[config.mk]
export PLATFORM = sky130hd
export DESIGN_NAME = lcd_host_arbiter
export DESIGN_NICKNAME = d
export VERILOG_FILES = /design/src/rtl/lcd_host_arbiter.sv
export SDC_FILE = /design/constraint.sdc
export NUM_CORES = 1
export LEC_CHECK = 0
export BUFFER_PORTS_ARGS = -buffer_cell sky130_fd_sc_hd__buf_2
export CAP_MARGIN = 20
export CORE_ASPECT_RATIO = 1.1
export CORE_MARGIN = 2
export CORE_UTILIZATION = 30
export DETAILED_ROUTE_END_ITERATION = 8
export GPL_TIMING_DRIVEN = 0
export HOLD_SLACK_MARGIN = 0.1
export PLACE_DENSITY = 0.59
export SYNTH_ARGS = -nofsm -noshare
export SYNTH_HDL_FRONTEND = slang
export SYNTH_SLANG_ARGS = --single-unit
[constraint.sdc]
create_clock -name clk -period 2.22 [get_ports clk]
set_input_delay 0.111 -clock clk [delete_from_list [all_inputs] [get_ports clk]]
set_output_delay 0.111 -clock clk [all_outputs]
set_load 0.02 [all_outputs]
[src/rtl/lcd_host_arbiter.sv]
// Packet-level round-robin arbiter sharing one HD44780 host port between NUM_REQ requesters.
// A grant lasts a whole packet; a watchdog releases it when the owner goes quiet mid-packet.
module lcd_host_arbiter #(
  parameter int NUM_REQ        = 2,
  parameter int TIMEOUT_CYCLES = 50_000_000
) (
  input  logic                       clk,
  input  logic                       rst_n,
  input  logic                       init_done,
  input  logic [NUM_REQ-1:0]         req_valid,
  input  logic [NUM_REQ-1:0]         req_rs,
  input  logic [8*NUM_REQ-1:0]       req_data,
  input  logic [NUM_REQ-1:0]         req_last,
  output logic [NUM_REQ-1:0]         req_ready,
  output logic                       host_valid,
  output logic                       host_rs,
  output logic [7:0]                 host_data,
  input  logic                       host_ready,
  output logic [$clog2(NUM_REQ)-1:0] grant_id,
  output logic                       busy,
  output logic                       timeout_pulse
);

  localparam int GW = $clog2(NUM_REQ);
  localparam int CW = (TIMEOUT_CYCLES > 0) ? $clog2(TIMEOUT_CYCLES + 1) : 1;
  localparam logic [CW-1:0] TO_LIMIT  = CW'(TIMEOUT_CYCLES);
  localparam logic [GW-1:0] PTR_RESET = GW'(NUM_REQ - 1);
  localparam logic [0:0]    ST_IDLE   = 1'b0;
  localparam logic [0:0]    ST_GRANT  = 1'b1;

  logic [0:0]    state_q, state_d;
  logic [GW-1:0] last_ptr_q, last_ptr_d;
  logic [GW-1:0] grant_id_q, grant_id_d;
  logic          busy_q, busy_d;
  logic          timeout_pulse_q, timeout_pulse_d;
  logic [CW-1:0] wd_cnt_q, wd_cnt_d;

  logic          pick_found_s;
  logic [GW-1:0] pick_idx_s;
  logic [GW:0]   cand_s;
  logic          in_grant_s;
  logic          sel_valid_s, sel_rs_s, sel_last_s;
  logic [7:0]    sel_data_s;
  logic          fire_s;
  logic          wd_hit_s;

  // Round-robin search upward from last_ptr+1; the extra cand_s bit absorbs the wrap.
  always_comb begin
    pick_found_s = 1'b0;
    pick_idx_s   = '0;
    cand_s       = '0;
    for (int k = 0; k < NUM_REQ; k++) begin
      cand_s       = {1'b0, last_ptr_q} + (GW+1)'(k + 1);
      cand_s       = (cand_s >= (GW+1)'(NUM_REQ)) ? cand_s - (GW+1)'(NUM_REQ) : cand_s;
      pick_idx_s   = (!pick_found_s && req_valid[cand_s]) ? cand_s[GW-1:0] : pick_idx_s;
      pick_found_s = pick_found_s | req_valid[cand_s];
    end
  end

  assign in_grant_s  = (state_q == ST_GRANT);
  assign sel_valid_s = req_valid[grant_id_q];
  assign sel_rs_s    = req_rs[grant_id_q];
  assign sel_last_s  = req_last[grant_id_q];
  assign sel_data_s  = req_data[{grant_id_q, 3'b000} +: 8];
  assign fire_s      = in_grant_s & sel_valid_s & host_ready;
  assign wd_hit_s    = (TIMEOUT_CYCLES > 0) && in_grant_s && !fire_s && (wd_cnt_q == TO_LIMIT);

  // Pass the owner's beat straight through; host_valid never depends on host_ready.
  always_comb begin
    req_ready  = '0;
    host_valid = 1'b0;
    host_rs    = 1'b0;
    host_data  = 8'h00;
    if (in_grant_s) begin
      req_ready[grant_id_q] = host_ready;
      host_valid            = sel_valid_s;
      host_rs               = sel_rs_s;
      host_data             = sel_data_s;
    end else begin
      req_ready = '0;
    end
  end

  // Grant/release sequencing and the mid-packet watchdog.
  always_comb begin
    state_d         = state_q;
    last_ptr_d      = last_ptr_q;
    grant_id_d      = grant_id_q;
    busy_d          = busy_q;
    timeout_pulse_d = 1'b0;
    wd_cnt_d        = wd_cnt_q;
    case (state_q)
      ST_IDLE: begin
        if (init_done && pick_found_s) begin
          state_d    = ST_GRANT;
          grant_id_d = pick_idx_s;
          busy_d     = 1'b1;
          wd_cnt_d   = '0;
        end else begin
          state_d = ST_IDLE;
        end
      end
      ST_GRANT: begin
        if (fire_s) begin
          wd_cnt_d = '0;
          if (sel_last_s) begin
            state_d    = ST_IDLE;
            last_ptr_d = grant_id_q;
            busy_d     = 1'b0;
          end else begin
            state_d = ST_GRANT;
          end
        end else if (wd_hit_s) begin
          state_d         = ST_IDLE;
          last_ptr_d      = grant_id_q;
          busy_d          = 1'b0;
          timeout_pulse_d = 1'b1;
          wd_cnt_d        = '0;
        end else if ((TIMEOUT_CYCLES > 0) && !sel_valid_s) begin
          wd_cnt_d = wd_cnt_q + CW'(1);
        end else begin
          wd_cnt_d = wd_cnt_q;
        end
      end
      default: begin
        state_d = ST_IDLE;
        busy_d  = 1'b0;
      end
    endcase
  end

  // State registers; reset puts requester 0 first in line.
  always_ff @(posedge clk or negedge rst_n) begin
    if (!rst_n) begin
      state_q         <= ST_IDLE;
      last_ptr_q      <= PTR_RESET;
      grant_id_q      <= '0;
      busy_q          <= 1'b0;
      timeout_pulse_q <= 1'b0;
      wd_cnt_q        <= '0;
    end else begin
      state_q         <= state_d;
      last_ptr_q      <= last_ptr_d;
      grant_id_q      <= grant_id_d;
      busy_q          <= busy_d;
      timeout_pulse_q <= timeout_pulse_d;
      wd_cnt_q        <= wd_cnt_d;
    end
  end

  assign grant_id      = grant_id_q;
  assign busy          = busy_q;
  assign timeout_pulse = timeout_pulse_q;

endmodule

==> impl_metrics.py <==
metrics = {
    "worst_setup_path": {
        "cp_data_arrival_time_ns": 2.28,
        "startpoint": "wd_cnt_q[10]",
        "cpMaxStageDelayCell": "dfrtp_1",
        "rr_endpoint": "wd_cnt_q[12]",
        "worstSetupStartpointType": "register",
        "r2r-start": "wd_cnt_q[10]",
        "slowest_delay_ns": 0.47,
        "regToRegSetupSlack_ns": 0.1,
        "ff2ff_path_depth": 7,
        "crit_chain": "nor4bb_1, and4_4, a2111oi_4, buf_4, nor2_4, buf_2, a31oi_1",
        "crit_end": "wd_cnt_q[12]",
        "crit_fanout": 10,
        "crit_family": "simple AND/OR/NAND/NOR gates",
        "path_depth": 7,
        "crit_buf_inv": 2,
        "endpoint_kind": "register",
        "critPathKind": "register to register",
        "required_ns": 2.38,
    },
    "logic_synthesis": {
        "synth_compound_area_share_pct": 18.5,
        "synth_edf_count": 0,
        "seq_area_frac_synth_pct": 37.7,
        "ys_types": 39,
        "synth_simple_gate_area_share_pct": 31.0,
        "synth_cells": 236,
        "synth_mux_area_share_pct": 6.49,
        "synth-main-ff-cell": "dfrtp_1",
        "synth_xor_xnor_area_share_pct": 0,
        "synth_top_family_by_area": "simple AND/OR/NAND/NOR gates",
        "syn_avg_cell_area_um2": 8.74,
        "synthesis.nets": 264,
        "synth-adder-area-share_pct": 1.21,
        "ys_warn_count": 0,
        "async_flop_share_pct": 100,
        "syn-cell-area_mm2": 0.00206,
        "synth_seq_cells": 31,
    },
    "global_routing": {
        "grt_pass1_wl_um": 10100,
        "grt-ovfl-total": 0,
        "track_usage_pct": 16.1,
        "antenna_found_initial": 0,
        "grt_start_max_net_pins": 32,
        "grt_pass1_vias": 2070,
    },
    "die": {
        "die_w_um": 83.1,
        "start_util_pct": 31.1,
        "die_area_mm2": 0.00756,
        "fp-row-count": 31,
        "io_pins": 41,
        "die_h_um": 91.0,
        "core_mm2": 0.00663,
    },
    "cts": {
        "path_clk_slew_ns": 0.07,
        "clock-sinks": 31,
        "htree_levels": 2,
        "worstSkewPairLatency_ns": 0.28,
        "cts_root_buf": "clkbuf_8",
        "cts_buffers": 5,
        "cts_tree": "built",
        "max-clock-path-buffers": 2,
    },
    "power": {
        "cellLeakagePower_nw": 1.17,
        "power.density_mw_per_mm2": 929,
        "p_sw_w": 0.00102,
        "ir_worst_vdd_uv": 497,
        "seqPwrFrac_pct": 30.1,
        "p_int_w": 0.00131,
        "power_frac_comb_pct": 51.1,
        "swShare_pct": 44.0,
        "power.clock.fraction_pct": 18.8,
    },
    "placed_design": {
        "dp_slack_ns": -0.0781,
        "dp_hpwl_um": 4320,
        "dpl.cell_count": 358,
        "io_buffers": 40,
        "gp_congestion": 0.852,
    },
    "timing": {
        "fin_crit_sh_pct": 95.5,
        "skew_ns": 0.00351,
        "fin_crit_ns": 2.12,
        "hold_viol": 0,
        "tightestPinTransition_ns": 0.747,
        "fin_ws_ns": 0.0991,
        "timing.fmax_ghz": 0.472,
        "slew_violations": 0,
        "finalSetupViolCount": 0,
        "relSlewSlack_pct": 50.2,
    },
    "finish": {
        "areaGrowthSynthToFinish_pct": 21.6,
        "final_util_pct": 37.8,
        "antenna_cells": 0,
        "stdcell_count": 370,
        "drive_above_1_share_pct": 24.7,
        "fin_nets": 315,
    },
    "min_path": {
        "hold_depth": 3,
        "hold_class": "input port to register",
    },
    "detailed_routing": {
        "num_vias": 2131,
        "first_pass_iters": 4,
        "viasPerCell": 5.76,
        "wl_um": 6070,
        "first_iter_violations": 183,
        "ant_nets": 0,
        "wire_per_inst_um": 16.4,
        "drc": 0,
    },
    "run_status": {
        "status": "finished, final reports clean",
    },
    "run": {
        "drv_cap": 0,
    },
}
worst min-delay path: stages:
cell	delay, ns
buf_2	0.13
nand2b_1	0.07
a31oi_1	0.07
layout by cell type, fill, tap and decap left out, types with 2 or more instances in the layout:
cell / count
a21oi_1: 3
a31oi_1: 41
a41oi_1: 4
and2_1: 4
and3_1: 7
and4_1: 6
buf_2: 45
buf_4: 3
buf_6: 3
clkbuf_1: 6
clkbuf_2: 3
clkbuf_8: 5
dfrtp_1: 29
dlygate4sd3_1: 2
ha_1: 2
inv_1: 4
mux2i_1: 10
nand2_1: 14
nand3_1: 19
nand4_1: 6
nor2_1: 24
nor2b_1: 2
nor3_1: 4
nor4_1: 3
o21a_1: 2
o21ai_0: 4
or4_1: 12
final cells by class:
type                            instances  area, µm²
Buffer                                 16       96.3
Inverter                                4       15.0
Fill cell                             698       4120
Multi-Input combinational cell        185       1200
Sequential cell                        31        778
Clock buffer                            7       76.3
Timing Repair Buffer                   44        235
Tap cell                               82        103
Clock inverter                          1       5.00
power groups by stage:
stage / Combinational (W) / Clock (W) / Sequential (W)
floorplan: 0.000810 / 0 / 0.000719
global placement: 0.00116 / 0 / 0.000707
detailed placement: 0.00117 / 0 / 0.000710
CTS: 0.00117 / 0.000447 / 0.000700
global route: 0.00131 / 0.000467 / 0.000717
finish: 0.00119 / 0.000437 / 0.000702
cells in the mapped netlist, types with 2 or more instances:
master | n | area (µm²)
a21oi_1 | 3 | 15.0
and2_1 | 4 | 25.0
or4_1 | 12 | 90.1
buf_2 | 6 | 30.0
nor2_2 | 2 | 12.5
nor2b_1 | 2 | 12.5
nand2_1 | 15 | 56.3
nor3_1 | 5 | 25.0
o21a_1 | 2 | 15.0
buf_6 | 3 | 33.8
ha_1 | 2 | 25.0
and3_1 | 7 | 43.8
dfrtp_1 | 30 | 751
mux2i_1 | 10 | 100
a41oi_1 | 4 | 35.0
clkbuf_1 | 7 | 26.3
nor2_1 | 24 | 90.1
nand3_1 | 19 | 95.1
and4_1 | 6 | 52.6
nor4_1 | 3 | 18.8
inv_1 | 4 | 15.0
nand4_1 | 6 | 37.5
o21ai_0 | 4 | 20.0
a31oi_1 | 41 | 257
sequential cells by signal, summed over array words and instances (netlist names):
signal	count
wd_cnt_q	26
busy	1
grant_id	1
in_grant_s	1
last_ptr_q	1
timeout_pulse	1
cell families (layout without fill, tap and decap cells):
| family | after synthesis | after routing |
|---|---|---|
| compound gates | 57 | 57 |
| fa+ha+maj | 2 | 2 |
| buf+inv | 20 | 72 |
| flops | 31 | 31 |
| mux | 12 | 12 |
| simple gates | 114 | 114 |
metal layers:
layer | up-vias | routed length [µm] | track usage (%)
li1 | 1021 | - | -
met1 | 1054 | 2780 | 22.2
met2 | 48 | 3000 | 26.3
met3 | 8 | 232 | 2.55
met4 | 0 | 61 | 4.37
met5 | - | 0 | 0
metrics by stage:
step	instance area (µm²)	total power, W	hold slack [ns]	setup TNS, ns
finish	2510	0.00233	0.139	0
floorplan	2060	0.00153	-0.185	0
CTS	2480	0.00232	0.132	0
global placement	2370	0.00187	0.210	-0.464
detailed placement	2370	0.00188	0.216	-1.28
global route	2510	0.00250	0.176	-0.00398
worst min path at each step:
stage / from / to / slack [ns]
finish: req_valid[1] / grant_id / 0.14
global route: req_valid[1] / grant_id / 0.18
CTS: req_valid[1] / grant_id / 0.13
detailed placement: rst_n / busy / 0.22
global placement: rst_n / busy / 0.21
floorplan: rst_n / busy / -0.18
what timing repair did:
item | CTS | global route
cloned | 0 | 0
endpoints found under the hold margin | 31 | 0
pin swaps | 0 | 3
endpoints found under the setup margin | 26 | 36
setup buffers | 0 | 2
hold buffers | 2 | 0
gates resized for setup | 2 | 11
(Power assumes the default switching activity.)
